$ cat src/rtl/sync_fifo_wr_arbiter.sv
// Round-robin write-port arbiter with burst lock in front of a sync FIFO.
// Optional stall/write counters are enabled with `define SYNC_FIFO_ARB_STATS_EN.
module sync_fifo_wr_arbiter #(
  parameter int DATA_WIDTH = 32,
  parameter int N_REQ      = 4,
  parameter int MAX_BURST  = 4
) (
  input  logic                          clk_i,
  input  logic                          rst_n_i,
  input  logic [N_REQ-1:0]              req_i,
  input  logic [N_REQ*DATA_WIDTH-1:0]   data_i,
  output logic [N_REQ-1:0]              gnt_o,
  output logic                          fifo_write_o,
  output logic [DATA_WIDTH-1:0]         fifo_wr_data_o,
  input  logic                          fifo_full_i,
  output logic [$clog2(N_REQ)-1:0]      owner_o,
`ifdef SYNC_FIFO_ARB_STATS_EN
  output logic [31:0]                   stall_cnt_o,
  output logic [31:0]                   wr_cnt_o,
`endif
  output logic                          burst_o
);

  localparam int IDX_W = $clog2(N_REQ);
  localparam int CNT_W = $clog2(MAX_BURST + 1);

  typedef enum logic {IDLE, BURST} state_t;

  state_t             r_state, w_state_nxt;
  logic [IDX_W-1:0]   r_rr_ptr, w_rr_ptr_nxt;
  logic [IDX_W-1:0]   r_owner, w_owner_nxt;
  logic [CNT_W-1:0]   r_burst_cnt, w_burst_cnt_nxt;

  logic               w_found;
  logic [IDX_W-1:0]   w_winner;

  // Scan from the slot after the last owner, wrapping, so every requester gets a turn.
  always_comb begin
    logic [IDX_W-1:0] v_idx;
    // NOTE: every comb output gets a default up front, otherwise a missed branch infers a latch.
    w_found  = 1'b0;
    w_winner = '0;
    v_idx    = '0;
    for (int i = 1; i <= N_REQ; i++) begin
      v_idx = IDX_W'((int'(r_rr_ptr) + i) % N_REQ);
      if (!w_found && req_i[v_idx]) begin
        w_found  = 1'b1;
        w_winner = v_idx;
      end
    end
  end

  // State register
  always_ff @(posedge clk_i) begin
    // NOTE: clocked state uses non-blocking assignments so all registers update from pre-edge values.
    if (!rst_n_i) begin
      r_state     <= IDLE;
      r_rr_ptr    <= IDX_W'(N_REQ - 1);
      r_owner     <= '0;
      r_burst_cnt <= '0;
    end else begin
      r_state     <= w_state_nxt;
      r_rr_ptr    <= w_rr_ptr_nxt;
      r_owner     <= w_owner_nxt;
      r_burst_cnt <= w_burst_cnt_nxt;
    end
  end

  // Next-state logic
  always_comb begin
    w_state_nxt     = r_state;
    w_rr_ptr_nxt    = r_rr_ptr;
    w_owner_nxt     = r_owner;
    w_burst_cnt_nxt = r_burst_cnt;
    case (r_state)
      IDLE: begin
        if (w_found && !fifo_full_i) begin
          w_owner_nxt = w_winner;
          if (MAX_BURST > 1) begin
            w_state_nxt     = BURST;
            w_burst_cnt_nxt = CNT_W'(1);
          end else begin
            w_rr_ptr_nxt = w_winner;
          end
        end
      end
      BURST: begin
        if (req_i[r_owner]) begin
          if (!fifo_full_i) begin
            if (r_burst_cnt == CNT_W'(MAX_BURST - 1)) begin
              w_state_nxt     = IDLE;
              w_rr_ptr_nxt    = r_owner;
              w_burst_cnt_nxt = '0;
            end else begin
              w_burst_cnt_nxt = r_burst_cnt + CNT_W'(1);
            end
          end
        end else begin
          // Owner withdrew: spend one bubble cycle and hand back to round-robin.
          w_state_nxt     = IDLE;
          w_rr_ptr_nxt    = r_owner;
          w_burst_cnt_nxt = '0;
        end
      end
      default: w_state_nxt = IDLE;
    endcase
  end

  // Output logic: grants are combinational and suppressed while full or in reset.
  always_comb begin
    gnt_o = '0;
    if (rst_n_i && !fifo_full_i) begin
      case (r_state)
        IDLE:    if (w_found)         gnt_o[w_winner] = 1'b1;
        BURST:   if (req_i[r_owner])  gnt_o[r_owner]  = 1'b1;
        default: gnt_o = '0;
      endcase
    end
  end

  always_comb begin
    fifo_wr_data_o = '0;
    for (int k = 0; k < N_REQ; k++) begin
      if (gnt_o[k]) fifo_wr_data_o = data_i[k*DATA_WIDTH +: DATA_WIDTH];
    end
  end

  assign fifo_write_o = |gnt_o;
  assign owner_o      = r_owner;
  assign burst_o      = (r_state == BURST);

`ifdef SYNC_FIFO_ARB_STATS_EN
  logic [31:0] r_stall_cnt, r_wr_cnt;

  // Saturating event counters
  always_ff @(posedge clk_i) begin
    if (!rst_n_i) begin
      r_stall_cnt <= '0;
      r_wr_cnt    <= '0;
    end else begin
      if (|req_i && fifo_full_i && r_stall_cnt != '1) r_stall_cnt <= r_stall_cnt + 32'd1;
      if (fifo_write_o && r_wr_cnt != '1)              r_wr_cnt    <= r_wr_cnt + 32'd1;
    end
  end

  assign stall_cnt_o = r_stall_cnt;
  assign wr_cnt_o    = r_wr_cnt;
`endif

endmodule

$ cat config.mk
export PLATFORM = sky130hd
export DESIGN_NAME = sync_fifo_wr_arbiter
export DESIGN_NICKNAME = d
export VERILOG_FILES = /design/src/rtl/sync_fifo_wr_arbiter.sv
export SDC_FILE = /design/constraint.sdc
export NUM_CORES = 1
export LEC_CHECK = 0
export ABC_AREA = 1
export CORE_MARGIN = 1
export CORE_UTILIZATION = 34
export DETAILED_ROUTE_END_ITERATION = 10
export PLACE_DENSITY = 0.92
export SLEW_MARGIN = 20
export SYNTH_ARGS = -nofsm -noshare
export SYNTH_HDL_FRONTEND = slang
export SYNTH_SLANG_ARGS = --single-unit
export TNS_END_PERCENT = 1
$ cat constraint.sdc
create_clock -name clk_i -period 2.6 [get_ports clk_i]
set_input_delay 0.26 -clock clk_i [delete_from_list [all_inputs] [get_ports clk_i]]
set_output_delay 0.26 -clock clk_i [all_outputs]
set_load 0.02 [all_outputs]
=== Word level (Yosys, flattened, before mapping) ===
Cells that the tools add are included.

* Register bits after elaboration: 8

* Add/sub/neg operators: 5
* Order comparisons: 8
* Equal/unequal tests: 4
* Multiplexer cells: 44
* Bitwise gates (word level): 1
* Reductions and logical operators: 15

{| class="wikitable"
|+ Operators with widths
! operator !! number
|-
| $mux 32 || 4
|-
| $lt 2x3->1 const B || 6
|-
| $mux 2 || 8
|-
| $mux 1 || 15
|-
| $mux 3 || 4
|-
| $mux 4 || 3
|-
| $bmux 1 s2 || 5
|-
| $pmux 4 s2 || 1
|-
| $logic_and 1x1->1 || 7
|-
| $pmux 3 s2 || 1
|-
| $add 2x1->2 const B || 2
|-
| $add 2x2->2 const B || 2
|-
| $demux 1 s2 || 2
|-
| $ge 2x1->1 const B || 2
|-
| $logic_not 1->1 || 4
|-
| $reduce_and 2->1 || 2
|-
| $reduce_or 4->1 || 1
|-
| $add 3x1->3 const B || 1
|-
| $eq 3x2->1 const B || 1
|-
| $ne 3x2->1 const B || 1
|-
| $ne 3x3->1 const B || 1
|-
| $reduce_and 3->1 || 1
|-
| $ne 2x2->1 const B || 1
|-
| $pmux 1 s2 || 1
|-
| $not 1->1 || 1
|}

=== Depth between registers and ports, before layout ===
* Word-level depth: 24
* Mapped depth: 16
* Mapped depth without buffers: 14

=== Worst setup path after synthesis ===
OpenSTA, ideal clock, no wires.

* Path kind: flip-flop to output port
* Start: register r_owner[0], in the netlist owner_o[0]
* End: output port fifo_wr_data_o[21]
* Arrival time: 1.774 ns
* Data required time: 2.340 ns
* Slack: 0.566 ns
* Stages on the path, launching flop included: 10
* Path buffers: 1
* Path through: dfxtp_1 -> nand2_1 -> a21oi_1 -> nor2_1 -> nor2_1 -> nand3_1 -> nand2_4 -> buf_8 -> nand3_2 -> nand4_1

* Word-level cells in the longest chain between the ends: 11
* Elaborated cells on any way between the ends: 14
* Classes of those cells: 2 x order compare; 11 x mux; 1 x reduce/logical

{| class="wikitable"
|+ RTL lines
! item !! line !! text
|-
| start: declaration || 31 || <nowiki>logic [IDX_W-1:0] r_owner, w_owner_nxt;</nowiki>
|-
| start signal: assignment || 64 || <nowiki>r_owner <= w_owner_nxt;</nowiki>
|-
| $lt 2x3->1 (not written as such) / $ge 2x1->1 (equally long branches) || 115 || <nowiki>BURST: if (req_i[r_owner]) gnt_o[r_owner] = 1'b1;</nowiki>
|-
| $logic_and 1x1->1 (not written as such) || 115 ||
|-
| $mux 1 (not written as such) || 115 ||
|-
| $demux 1 s2 || 115 ||
|-
| $mux 4 (*) || 115 ||
|-
| $pmux 4 s2 (*) || 113 || <nowiki>case (r_state)</nowiki>
|-
| $mux 4 (*) || 112 || <nowiki>if (rst_n_i && !fifo_full_i) begin</nowiki>
|-
| $mux 32 (3 in series) || 124 || <nowiki>if (gnt_o[k]) fifo_wr_data_o = data_i[k*DATA_WIDTH +: DATA_WIDTH];</nowiki>
|-
| $mux 32 (*) || 124 ||
|-
| end: declaration || 14 || <nowiki>output logic [DATA_WIDTH-1:0] fifo_wr_data_o,</nowiki>
|}

Mark *: on every way between the ends. The rest lies on a longest branch, timed or not. The select of a mux whose other input is x is not followed.

=== Worst setup path after layout ===
* Start: register r_rr_ptr[0]
* End: output port fifo_wr_data_o[27]

* Word-level cells in the longest chain between the ends: 24
* Elaborated cells on any way between the ends: 38
* Classes of those cells: 4 x add/sub; 2 x order compare; 25 x mux; 7 x reduce/logical

{| class="wikitable"
|+ RTL lines
! item !! line !! text
|-
| start: declaration || 30 || <nowiki>logic [IDX_W-1:0] r_rr_ptr, w_rr_ptr_nxt;</nowiki>
|-
| start signal: assignment || 58 || <nowiki>r_rr_ptr <= IDX_W'(N_REQ - 1);</nowiki>
|-
| start signal: assignment || 63 || <nowiki>r_rr_ptr <= w_rr_ptr_nxt;</nowiki>
|-
| $add 2x1->2 || 45 || <nowiki>v_idx = IDX_W'((int'(r_rr_ptr) + i) % N_REQ);</nowiki>
|-
| $bmux 1 s2 || 46 || <nowiki>if (!w_found && req_i[v_idx]) begin</nowiki>
|-
| $mux 1 (not written as such) || 46 ||
|-
| $mux 1 || 46 ||
|-
| $logic_not 1->1 || 46 ||
|-
| $logic_and 1x1->1 || 46 ||
|-
| $mux 1 || 46 ||
|-
| $logic_not 1->1 || 46 ||
|-
| [6 not listed] || - ||
|-
| $logic_and 1x1->1 (not written as such) || 114 || <nowiki>IDLE: if (w_found) gnt_o[w_winner] = 1'b1;</nowiki>
|-
| $mux 1 (not written as such) || 114 ||
|-
| $demux 1 s2 || 114 ||
|-
| $mux 4 (*) || 114 ||
|-
| $pmux 4 s2 (*) || 113 ||
|-
| $mux 4 (*) || 112 ||
|-
| $mux 32 (3 in series) || 124 ||
|-
| $mux 32 (*) || 124 ||
|}

Marks and branches as above.

==> flow_summary.yaml <==
sta:
  slew_headroom_pct: 77.1
  layout_setup_ws_ns: 0.136
  rsz0062_at_grt: "no"
  post-route-period-util_pct: 94.8
  max_freq_mhz: 406
  fin_crit_ns: 2.46
  fin_skew_ns: 0.00169
  setup_viol: 0
  finalMaxSlewViolations: 0
  hold_viol_final: 0
  tightestPinTransition_ns: 0.342
cells_and_area:
  final_cell_mix: "clkdlybuf4s50_1 (133), nand3_1 (125), nand2_1 (42), nand4_1 (34)"
  fin_cells: 567
  fill_cells: 421
  nets: 635
  antennaDiodeCount: 0
  final_common_cell: "clkdlybuf4s50_1"
  area_delta_synth_final_pct: 99.4
  drive_gt1_share_pct: 22.1
clock_tree:
  hold_buffers: 0
  htreeDepth: 1
  clk_pin_slew_worst_paths_ns: 0.04
  cts_tree: "built"
  cts_max_path_buffers: 2
  cts_root_buf: "clkbuf_8"
  insertion_delay_ns: 0.23
  cts_made_buffers: 3
  cts_sinks: 8
global_route:
  grt_antenna_before_repair: 0
  grt_pass1_wl_um: 13800
  grtUsageTotal_pct: 28.8
  grt_overflow: 0
  grt_pass1_vias: 3068
  grt_max_degree: 69
detailed_routing:
  drc: 0
  drtPass1Iterations: 5
  avgRoutedWirePerCell_um: 15.4
  dr_total_vias: 3142
  drt_iter0_drc: 162
  vias_per_cell: 5.54
  postRouteAntennaNets: 0
  route.final.wire_length_um: 8730
power:
  p_per_area_mw_per_mm2: 490
  p_leak_nw: 1.64
  ir_worst_vdd_uv: 333
floorplan:
  die_w_um: 76.2
  initial_core_util_pct: 36.0
  die-area_mm2: 0.00581
  io_pins: 175
  die_y_um: 76.2
  core-area_mm2: 0.00520
  rows: 26
placed_design:
  dpl.hpwl_um: 6800
  io_buffer_count: 174
  dp_slack_ns: -0.335
  place_congestion: 0.954
  dp.cells: 563
status:
  status: "completed"
yosys:
  syn_inst: 321
  netlist.area_leader.share_pct: 33.4
  synth_area_leaders: "nand3_1 (33%), nand4_1 (11%), nand2_1 (8.6%)"
  netlist_area_mm2: 0.00187
  syn_nets: 457
  yosysWarnings: 0
  syn_area_per_cell_um2: 5.84
  synth_area_leader_cell: "nand3_1"
  ys_ff_latch: 8
  synth-seq-area-share_pct: 8.55
  ys_types: 25
setup_path:
  cp.required_ns: 2.34
  path_class: "register to output pin"
  arrival_ns: 2.20
  worst-path-max-fanout: 14
  critPathLaunchType: "register"
  cp-end-kind: "output pin"
job:
  maxCapViolCount: 0
min_path:
  hp-class: "register to register"
## final cells by class
class	count	area [um2]	share of cell area, %
flip-flops and latches	8	163	4.36
clock buffers	3	41.3	1.11
inverters	25	96.3	2.58
repair buffers	200	1890	50.7
multi-input cells	261	1460	39.0
well taps	70	87.6	2.35
## what timing repair did
action / CTS / global route
pin swaps: 0 / 1
setup buffers: 0 / 1
endpoints found under the setup margin: 37 / 37
resized for setup: 99 / 53
## per-stage QoR
stage	utilization [%]	instance area, um2	TNS (ns)	total power [mW]	hold slack (ns)
after detailed placement	73.5	3820	-10.83	1.74	0.447
after CTS	75.0	3900	-0.00346	1.87	0.456
after global routing	71.8	3730	0	1.94	0.488
final	71.8	3730	0	1.83	0.451
after global placement	73.5	3820	-8.54	1.71	0.447
after floorplan	-	1870	0	1.00	0.359
## power by group
group,switching [mW],leakage (nW),internal [mW]
clock network,0.0513,0.0216,0.101
logic,0.831,1.55,0.681
registers,0.0236,0.0654,0.141
## cell families (layout without fill, tap and decap cells)
family / count (synthesis) / after routing / synth area share (%)
simple gates: 245 / 245 / 71.1
flops: 8 / 8 / 8.55
compound gates: 15 / 15 / 4.68
fa+ha+maj: 1 / 1 / 0.668
buf+inv: 52 / 228 / 15.0
## registers in the layout (all words and copies together), names as in the netlist
signal	count
r_burst_cnt	3
burst_o	1
r_rr_ptr	2
owner_o	2
## critical path: stages (launching register included)
cell and delay, ns:
dfxtp_2 0.35, buf_4 0.14, nand2_1 0.07, nand2_2 0.12, nand2_1 0.07, nand2_1 0.09, inv_1 0.07, nand3_1 0.10
nand3_2 0.12, inv_2 0.12, nand3_2 0.08, nand2_4 0.13, buf_12 0.15, nand3_1 0.07, nand4_1 0.11, buf_2 0.18
## cell usage after synthesis
library cell	number
nand3_1	125
nand2_1	43
nand4_1	34
inv_1	19
nand3_2	15
nand2_2	12
clkbuf_1	11
buf_6	9
nor2_1	9
dfxtp_1	8
a21oi_1	6
inv_2	5
buf_2	4
nand2_4	4
o21ai_0	4
buf_1	2
nor2_4	2
o211ai_1	2
a211oi_1	1
a31oi_1	1
buf_8	1
ha_1	1
inv_4	1
nor3_1	1
o221ai_1	1
## final timing paths
path	start	to	slack (ns)	cells after the start
min	r_burst_cnt[2]$_SDFFE_PN0P_	r_burst_cnt[2]$_SDFFE_PN0P_	0.45	2
max	r_rr_ptr[0]$_SDFFE_PN1P_	fifo_wr_data_o[27]	0.14	15
max reg2reg	owner_o[0]$_SDFFE_PN0P_	r_burst_cnt[1]$_SDFFE_PN0P_	0.85	10
min reg2reg	r_burst_cnt[2]$_SDFFE_PN0P_	r_burst_cnt[2]$_SDFFE_PN0P_	0.45	2
## metal layers
| layer | GRT usage (%) | part of all wire [%] |
|---|---|---|
| met3 | 5.51 | 9.0 |
| met4 | 12.5 | 3.4 |
| met1 | 31.2 | 37 |
| met5 | 0 | 0 |
| met2 | 53.8 | 50 |
Power figures use the tool's default switching activity.
